<file path="src/rtl/isa_defs_pkg.sv">
// isa_defs: shared definitions for the ISA riser blocks.
//   - isa_state_e    : I/O cycle master FSM encoding (3 bits)
//   - DEF_*          : default cycle timing, in clk cycles
//   - ISA_FLOAT_DATA : value a floating (undriven) ISA data bus reads as
//   - max_of         : elaboration-time helper for sizing counters
package isa_defs;

    typedef enum logic [2:0] {
        ST_IDLE     = 3'd0,
        ST_SETUP    = 3'd1,
        ST_STROBE   = 3'd2,
        ST_WAIT_RDY = 3'd3,
        ST_HOLD     = 3'd4,
        ST_RESP     = 3'd5
    } isa_state_e;

    localparam int DEF_SETUP_CYCLES  = 2;
    localparam int DEF_STROBE_CYCLES = 6;
    localparam int DEF_HOLD_CYCLES   = 2;
    localparam int DEF_RDY_TIMEOUT   = 256;

    localparam logic [15:0] ISA_FLOAT_DATA = 16'hFFFF;

    function automatic int max_of(input int a, input int b);
        return (a > b) ? a : b;
    endfunction

endpackage

</file>
<file path="src/rtl/sync_2ff.sv">
// sync_2ff: parameterised-width double-flop synchroniser for asynchronous
// inputs (e.g. IOCHRDY from an ISA card). Each bit is synchronised
// independently; multi-bit use is only safe for unrelated or gray-coded bits.
// Ports:
//   clk   : destination clock
//   reset : asynchronous active-low reset, flops go to RESET_VAL
//   d     : asynchronous input
//   q     : synchronised output, two clk cycles of latency
module sync_2ff #(
    parameter int               WIDTH     = 1,
    parameter logic [WIDTH-1:0] RESET_VAL = '0
) (
    input  logic             clk,
    input  logic             reset,
    input  logic [WIDTH-1:0] d,
    output logic [WIDTH-1:0] q
);

    logic [WIDTH-1:0] meta;

    always_ff @(posedge clk or negedge reset) begin
        if (!reset) begin
            meta <= RESET_VAL;
            q    <= RESET_VAL;
        end else begin
            meta <= d;
            q    <= meta;
        end
    end

endmodule

</file>
<file path="src/rtl/isa_io_cycle_master.sv">
// isa_io_cycle_master: runs one complete ISA I/O read or write cycle per HPS
// request: address/AEN setup, IOW#/IOR# strobe, IOCHRDY wait-states, hold,
// then a one-cycle response carrying read data.
//
// Build option: define ISA_RDY_TIMEOUT_EN to abort a cycle after RDY_TIMEOUT
// wait-state cycles; the response then returns ISA_FLOAT_DATA with
// rsp_timeout=1. Without it a card holding IOCHRDY low stalls forever.
//
// Ports:
//   clk, reset           : clock, asynchronous active-low reset
//   req_valid/req_ready  : request handshake (ready only while idle)
//   req_write/addr/wdata : request fields, latched on accept
//   rsp_valid            : one-cycle pulse when the ISA cycle is finished
//   rsp_rdata            : read data (held across writes)
//   rsp_timeout          : cycle was aborted by the wait-state timeout
//   isa_addr, isa_aen    : address and address enable (1 = not an I/O cycle)
//   isa_iow_n, isa_ior_n : active-low I/O strobes
//   isa_data_out/oe      : write data and bus drive enable
//   isa_data_in          : read data from the bus
//   isa_iochrdy          : asynchronous card ready (0 = insert wait-states)
//
// All ISA-side outputs are registered from the next state so the pins never
// see decode glitches; an asynchronous reset forces them inactive at once.
module isa_io_cycle_master
    import isa_defs::*;
#(
    parameter int SETUP_CYCLES  = DEF_SETUP_CYCLES,
    parameter int STROBE_CYCLES = DEF_STROBE_CYCLES,
    parameter int HOLD_CYCLES   = DEF_HOLD_CYCLES,
    parameter int RDY_TIMEOUT   = DEF_RDY_TIMEOUT
) (
    input  logic        clk,
    input  logic        reset,
    input  logic        req_valid,
    output logic        req_ready,
    input  logic        req_write,
    input  logic [15:0] req_addr,
    input  logic [15:0] req_wdata,
    output logic        rsp_valid,
    output logic [15:0] rsp_rdata,
    output logic        rsp_timeout,
    output logic [15:0] isa_addr,
    output logic        isa_aen,
    output logic        isa_iow_n,
    output logic        isa_ior_n,
    output logic [15:0] isa_data_out,
    output logic        isa_data_oe,
    input  logic [15:0] isa_data_in,
    input  logic        isa_iochrdy
);

    localparam int MAX_CYC = max_of(max_of(SETUP_CYCLES, STROBE_CYCLES),
                                    max_of(HOLD_CYCLES, RDY_TIMEOUT));
    localparam int CW      = $clog2(MAX_CYC) + 1;

    // Counter reload values: each phase lasts (load + 1) cycles.
    localparam logic [CW-1:0] SETUP_LOAD   = CW'(SETUP_CYCLES - 1);
    localparam logic [CW-1:0] STROBE_LOAD  = CW'(STROBE_CYCLES - 1);
    localparam logic [CW-1:0] HOLD_LOAD    = CW'(HOLD_CYCLES - 1);
    localparam logic [CW-1:0] TIMEOUT_LOAD = CW'(RDY_TIMEOUT - 1);

    isa_state_e    state, state_nx;
    logic [CW-1:0] cnt, cnt_nx;
    logic          wr_q, wr_nx;
    logic          rdy_s;
    logic          accept;
    logic          capture;
    logic          bus_active_nx;
    logic          strobe_nx;
`ifdef ISA_RDY_TIMEOUT_EN
    logic          timeout_hit;
    logic          to_flag;
    logic          rsp_to_q;
`endif

    sync_2ff #(.WIDTH(1), .RESET_VAL(1'b0)) u_rdy_sync (
        .clk   (clk),
        .reset (reset),
        .d     (isa_iochrdy),
        .q     (rdy_s)
    );

    // req_ready is low for the first cycle after reset, so gate on it too.
    assign accept = (state == ST_IDLE) && req_ready && req_valid;
    assign wr_nx  = accept ? req_write : wr_q;

    always_ff @(posedge clk or negedge reset) begin
        if (!reset) begin
            state <= ST_IDLE;
            cnt   <= '0;
        end else begin
            state <= state_nx;
            cnt   <= cnt_nx;
        end
    end

    always_comb begin
        state_nx = state;
        cnt_nx   = (cnt != '0) ? cnt - 1'b1 : cnt;
        capture  = 1'b0;
`ifdef ISA_RDY_TIMEOUT_EN
        timeout_hit = 1'b0;
`endif
        case (state)
            ST_IDLE: begin
                if (accept) begin
                    state_nx = ST_SETUP;
                    cnt_nx   = SETUP_LOAD;
                end
            end
            ST_SETUP: begin
                if (cnt == '0) begin
                    state_nx = ST_STROBE;
                    cnt_nx   = STROBE_LOAD;
                end
            end
            ST_STROBE: begin
                if (cnt == '0) begin
                    if (rdy_s) begin
                        state_nx = ST_HOLD;
                        cnt_nx   = HOLD_LOAD;
                        capture  = 1'b1;
                    end else begin
                        state_nx = ST_WAIT_RDY;
                        cnt_nx   = TIMEOUT_LOAD;
                    end
                end
            end
            ST_WAIT_RDY: begin
                // Ready wins over a timeout expiring in the same cycle.
                if (rdy_s) begin
                    state_nx = ST_HOLD;
                    cnt_nx   = HOLD_LOAD;
                    capture  = 1'b1;
                end
`ifdef ISA_RDY_TIMEOUT_EN
                else if (cnt == '0) begin
                    state_nx    = ST_HOLD;
                    cnt_nx      = HOLD_LOAD;
                    timeout_hit = 1'b1;
                end
`endif
            end
            ST_HOLD: begin
                if (cnt == '0) state_nx = ST_RESP;
            end
            ST_RESP: state_nx = ST_IDLE;
            default: state_nx = ST_IDLE;
        endcase
    end

    assign bus_active_nx = (state_nx == ST_SETUP) || (state_nx == ST_STROBE) ||
                           (state_nx == ST_WAIT_RDY) || (state_nx == ST_HOLD);
    assign strobe_nx     = (state_nx == ST_STROBE) || (state_nx == ST_WAIT_RDY);

    always_ff @(posedge clk or negedge reset) begin
        if (!reset) begin
            wr_q         <= 1'b0;
            req_ready    <= 1'b0;
            rsp_valid    <= 1'b0;
            rsp_rdata    <= '0;
            isa_addr     <= '0;
            isa_aen      <= 1'b1;
            isa_iow_n    <= 1'b1;
            isa_ior_n    <= 1'b1;
            isa_data_out <= '0;
            isa_data_oe  <= 1'b0;
        end else begin
            req_ready   <= (state_nx == ST_IDLE);
            rsp_valid   <= (state_nx == ST_RESP);
            isa_aen     <= !bus_active_nx;
            isa_iow_n   <= !(strobe_nx && wr_nx);
            isa_ior_n   <= !(strobe_nx && !wr_nx);
            isa_data_oe <= bus_active_nx && wr_nx;
            if (accept) begin
                wr_q     <= req_write;
                isa_addr <= req_addr;
                if (req_write) isa_data_out <= req_wdata;
            end
            // Sample on the last strobe-low cycle, i.e. the edge into HOLD.
            if (capture && !wr_q) rsp_rdata <= isa_data_in;
`ifdef ISA_RDY_TIMEOUT_EN
            if (timeout_hit) rsp_rdata <= ISA_FLOAT_DATA;
`endif
        end
    end

`ifdef ISA_RDY_TIMEOUT_EN
    always_ff @(posedge clk or negedge reset) begin
        if (!reset) begin
            to_flag  <= 1'b0;
            rsp_to_q <= 1'b0;
        end else begin
            if (accept)           to_flag <= 1'b0;
            else if (timeout_hit) to_flag <= 1'b1;
            rsp_to_q <= (state_nx == ST_RESP) && to_flag;
        end
    end
    assign rsp_timeout = rsp_to_q;
`else
    assign rsp_timeout = 1'b0;
`endif

endmodule

</file>
<file path="config.mk">
export PLATFORM = sky130hd
export DESIGN_NAME = isa_io_cycle_master
export DESIGN_NICKNAME = d
export VERILOG_FILES = /design/src/rtl/isa_defs_pkg.sv /design/src/rtl/sync_2ff.sv /design/src/rtl/isa_io_cycle_master.sv
export SDC_FILE = /design/constraint.sdc
export NUM_CORES = 1
export LEC_CHECK = 0
export CAP_MARGIN = 20
export CORE_MARGIN = 2
export CORE_UTILIZATION = 35
export DETAILED_ROUTE_END_ITERATION = 12
export PLACE_DENSITY = 0.61
export SLEW_MARGIN = 10
export SYNTH_ARGS = -nofsm -noshare
export SYNTH_HDL_FRONTEND = slang
export SYNTH_SLANG_ARGS = --single-unit
</file>
<file path="constraint.sdc">
create_clock -name clk -period 2.6 [get_ports clk]
set_input_delay 0.26 -clock clk [delete_from_list [all_inputs] [get_ports clk]]
set_output_delay 0.26 -clock clk [all_outputs]
set_load 0.005 [all_outputs]
</file>
**After elaboration in Yosys (flattened, before gate mapping)**

Index checks and enable logic that the tools add are counted.

- Register bits: 69
- Input port bits: 53
- Output and inout bits: 55
- Logic and storage cells: 62

- Add/subtract/negate cells: 1
- Equal/unequal tests: 9
- Multiplexer cells: 18
- Reduce and logical (&&, ||, !) cells: 20

Operators by type and width:

| cell | count |
|---|---|
| $mux 9 | 5 |
| $pmux 9 s4 | 1 |
| $mux 3 | 6 |
| $pmux 3 s5 | 1 |
| $eq 3x2->1 const B | 4 |
| $eq 3x3->1 const B | 3 |
| $logic_not 9->1 | 1 |
| $reduce_bool 9->1 | 1 |
| $sub 9x1->9 const B | 1 |
| $mux 8 | 1 |
| $eq 3x1->1 const B | 2 |
| $logic_and 1x1->1 | 6 |
| $logic_not 3->1 | 2 |
| $logic_not 1->1 | 5 |
| $logic_or 1x1->1 | 4 |
| $mux 1 | 3 |
| $pmux 1 s2 | 1 |
| $reduce_and 2->1 | 1 |

**Logic depth before layout (Yosys ltp)**

Gate-level depths: netlist of run 1.

- Depth after elaboration: 10
- Gate-level depth with buffers: 9
- Mapped depth without buffers: 9

**By module**

A second synthesis of run 1 with hierarchy kept.

- Cells, all modules: 218
- Area, all modules: 3,007.9 um^2

Modules (own cells, without submodules):

| module | times used | cells an instance | area each (um^2) | seq. area each (um^2) |
|---|---|---|---|---|
| isa_io_cycle_master | 1 | 216 | 2,957.8 | 1,680.4 |
| sync_2ff | 1 | 2 | 50.0 | 50.0 |

**Least setup slack after synthesis of run 1**

OpenSTA, ideal clock, no wires.

- Path kind: reg-to-reg
- Start point: reg cnt[1]
- End point: reg cnt[0]
- Library setup time: 0.083 ns
- Data arrival time: 2.110 ns
- Data required time: 2.517 ns
- Path slack: 0.407 ns
- Cell stages (with the launch flop): 10
- Path buffers: 0
- Clock period less this slack: 2.193 ns
- Cell sequence: dfrtp_1 inv_1 ha_1 or4b_2 nor2_1 inv_1 ha_1 o211ai_1 o21ai_0 o21ai_0

- Word-level cells in the longest chain between the ends: 4
- Elaborated cells on any way between the ends: 8
- Classes of those cells: 6 x mux; 2 x reduce/logical

RTL lines:

| element | RTL line | RTL |
|---|---|---|
| start, declared | isa_io_cycle_master.sv:63 | `logic [CW-1:0] cnt, cnt_nx;` |
| start signal, assigned | isa_io_cycle_master.sv:93 | `cnt <= cnt_nx;` |
| $reduce_bool 9->1 | isa_io_cycle_master.sv:99 | `cnt_nx = (cnt != '0) ? cnt - 1'b1 : cnt;` |
| $mux 9 | isa_io_cycle_master.sv:99 |  |
| $mux 9 (on tied branches) | n/a |  |
| $pmux 9 s4 (*) | isa_io_cycle_master.sv:104 | `case (state)` |
| named net cnt_nx[0] | isa_io_cycle_master.sv:63 |  |

Mark *: on every way through the listed nets, which the timed path passes. The rest lies on a longest branch.
A chain may end at the register's enable or synchronous reset.

**Final worst setup path of run 1**

Ends and elaborated chain as after synthesis.

==> flow_summary.json, run 1 <==
{
  "p_sw_share_pct": 31.5,
  "drcViolationCount": 0,
  "synth_edf_count": 0,
  "grtUsageTotal_pct": 15.3,
  "postSynth.asyncResetShare_pct": 100,
  "core_area_mm2": 0.00822,
  "worstPathRequired_ps": 2860,
  "crit_chain": "inv_1, ha_1, or4b_2, nor2_2, inv_1, ha_1, o211ai_1, o21ai_0, o21ai_0",
  "die_width_um": 96.2,
  "power_frac_seq_pct": 37.8,
  "hold_class": "reg2reg",
  "route.vias.total": 2243,
  "postLayoutCellArea_mm2": 0.00438,
  "tightest_slew_ps": 514,
  "yosys_warnings": 0,
  "mostFrequentLayoutCell": "clkdlybuf4s50_1",
  "worstRegToRegCells": 9,
  "leakagePower_nw": 1.84,
  "synth_area_mm2": 0.00297,
  "fin_cells": 450,
  "placed_cells": 433,
  "met1_usage_pct": 20.2,
  "worst_ep_arrival_time_ps": 2630,
  "finClkSkew_ps": 9.14,
  "setup_tns_ps": 0,
  "cts_tree": "yes",
  "nets": 396,
  "utilization_pct": 53.4,
  "slew_headroom_pct": 65.6,
  "grt_setup_unrepaired": "no",
  "first_iter_violations": 97,
  "ys_ff_latch": 69,
  "grt_overflow": 0,
  "post-route-min-period_ps": 2370,
  "grt_max_degree": 70,
  "design.portCount": 108,
  "antenna_cells": 0,
  "finalSetupViolCount": 0,
  "placed_cell_area_mm2": 0.00418,
  "register_area_mm2": 0.00173,
  "cts.reportedPaths.clkPinSlew_ps": 70,
  "fp.dieH_um": 96.2,
  "finalHoldViolCount": 0,
  "start_util_pct": 36.2,
  "finalWeightedCongestion": 0.776,
  "rows": 33,
  "dieArea_mm2": 0.00925,
  "io_buffers": 106,
  "multi_input_area_mm2": 0.00118,
  "switchingPower_w": 0.00156,
  "clkPwrFrac_pct": 17.6,
  "vias_per_cell": 4.98,
  "maxCapViolCount": 0,
  "power_frac_comb_pct": 44.6,
  "critPathMaxStageDelay_ps": 660,
  "clock_sinks": 69,
  "hpwl_mm": 4.69,
  "mostFrequentLayoutCells": "clkdlybuf4s50_1, dfrtp_1, mux2_2",
  "cts_max_level": 3,
  "worst_hold_path.num_cells": 0,
  "use_met3_pct": 6.34,
  "clock_latency_ps": 340,
  "slowest_stage": "or4b_2",
  "drtPass1Iterations": 4,
  "p_int_w": 0.00339,
  "cts_buffers": 9,
  "timing.fmax_mhz": 421,
  "root_buffer": "clkbuf_8",
  "period_share_pct": 91.3,
  "area_growth_pct": 47.4,
  "clock_path_buffers": 2,
  "num-fill-cells": 739,
  "drive_above_1_share_pct": 23.5,
  "crit_type": "reg2reg",
  "vdd_drop_max_mv": 0.498,
  "routed_wl_mm": 6.80,
  "status": "complete, no violations",
  "syn_inst": 223,
  "slew_viol_final": 0,
  "grt_util_met2_pct": 22.2,
  "ys.flop_type": "dfrtp_1",
  "synth_seq_area_share_pct": 58.2,
  "start_kind": "flop",
  "grt_pass1_vias": 2229,
  "endpoint_kind": "flop",
  "top_usage_layer": "met2",
  "p_per_area_mw_per_mm2": 1130,
  "syn_nets": 279,
  "synth_cell_types": 41,
  "antenna_found_initial": 0,
  "antenna_left": 0,
  "worstPathMaxFanout": 6,
  "wl_per_cell_um": 15.1,
  "syn_area_per_cell_um2": 13.3,
  "grt_first_pass_wirelength_mm": 10.9
}
Yosys cell counts, types with 2 or more instances:
cell type / instances / area [um2]
nor3_1: 3 / 15.0
o21ai_0: 12 / 60.1
nand2b_1: 2 / 12.5
dfstp_2: 3 / 78.8
nand4_1: 2 / 12.5
or4_1: 2 / 15.0
nor2b_1: 2 / 12.5
o21a_1: 4 / 30.0
a22oi_1: 2 / 15.0
nand2_1: 6 / 22.5
nand3_1: 3 / 15.0
a21oi_1: 5 / 25.0
a21o_1: 2 / 15.0
buf_2: 2 / 10.0
or4b_2: 2 / 20.0
dfrtp_1: 66 / 1650
o211ai_1: 3 / 22.5
xnor2_1: 3 / 26.3
mux2i_1: 2 / 20.0
inv_1: 7 / 26.3
nor2_1: 13 / 48.8
nor4_4: 2 / 42.5
ha_1: 3 / 37.5
a211oi_1: 4 / 30.0
mux2_2: 48 / 541
clkbuf_1: 3 / 11.3
or3_1: 3 / 18.8
timing repair:
item                                    4_1_cts  5_1_grt
endpoints found under the hold margin        66        0
hold buffers                                  1        0
setup buffers                                 0        0
endpoints found under the setup margin        0        1
gates resized for setup                       0        1
critical path, delay by kind of cell, from the launching register on:
family,cells,cell delay [ps]
fa+ha+maj,2,380
buf+inv,2,220
compound gates,3,410
simple gates,2,860
flops,1,430
metal layers:
layer / vias up / part of all wire (%)
li1: 1049 / -
met1: 1091 / 44
met2: 99 / 45
met3: 4 / 11
met4: 0 / 0.84
met5: - / 0
flip-flops by register name (all words and copies together) (netlist names), 3 cells and up:
| register | flops |
|---|---|
| rsp_rdata | 16 |
| cnt | 9 |
| state | 3 |
| isa_addr | 16 |
| isa_data_out | 16 |
stage by stage:
step           setup slack [ps]  hold slack (ps)  total power [W]
2_1_floorplan               407            -35.6          0.00293
3_5_place_dp                171              318          0.00411
3_3_place_gp                249              317          0.00407
6_report                    227              354          0.00495
4_1_cts                     135              357          0.00501
5_1_grt                    18.0              369          0.00531
power by group through the flow:
stage / clock [W] / sequential, W / combinational [W]
floorplan: 0 / 0.00189 / 0.00104
global placement: 0 / 0.00187 / 0.00220
detailed placement: 0 / 0.00190 / 0.00221
CTS: 0.000895 / 0.00188 / 0.00223
global route: 0.000946 / 0.00195 / 0.00242
finish: 0.000874 / 0.00187 / 0.00221
logic make-up after synthesis:
kind of cell | synth area share (%)
AOI/OAI and AO/OA | 9.72
muxes | 18.8
xor gates and xnor gates | 0.884
other | 0.126
adders and majority gates | 1.26
buffers and inverters | 2.23
and+or+nand+nor | 8.75
DFF | 58.2
final cells by class:
class	count	area share, %
flip-flops and latches	69	39.5
multi-input cells	140	26.9
repair buffers	113	25.6
well taps	105	3.00
clock buffers	10	2.91
clock inverters	6	1.48
inverters	7	0.599
worst paths after layout:
kind | endpoint | slack [ps] | start
worst max-delay path | cnt[0] | 230 | cnt[1]
worst min-delay path | u_rdy_sync.q | 350 | u_rdy_sync.meta
worst max register to register | cnt[0] | 230 | cnt[1]
worst min register to register | u_rdy_sync.q | 350 | u_rdy_sync.meta
max in group asynchronous | isa_aen | 1770 | reset
min in group asynchronous | isa_addr[2] | 460 | reset
Power figures use the tool's default switching activity.
==> run 2, diff against run 1 <==
- CTS_CLUSTER_SIZE: default -> 12
- TNS_END_PERCENT: default -> 50
==> results of run 2 <==
The final DEF is identical to that of run 1; final timing and power are the same.
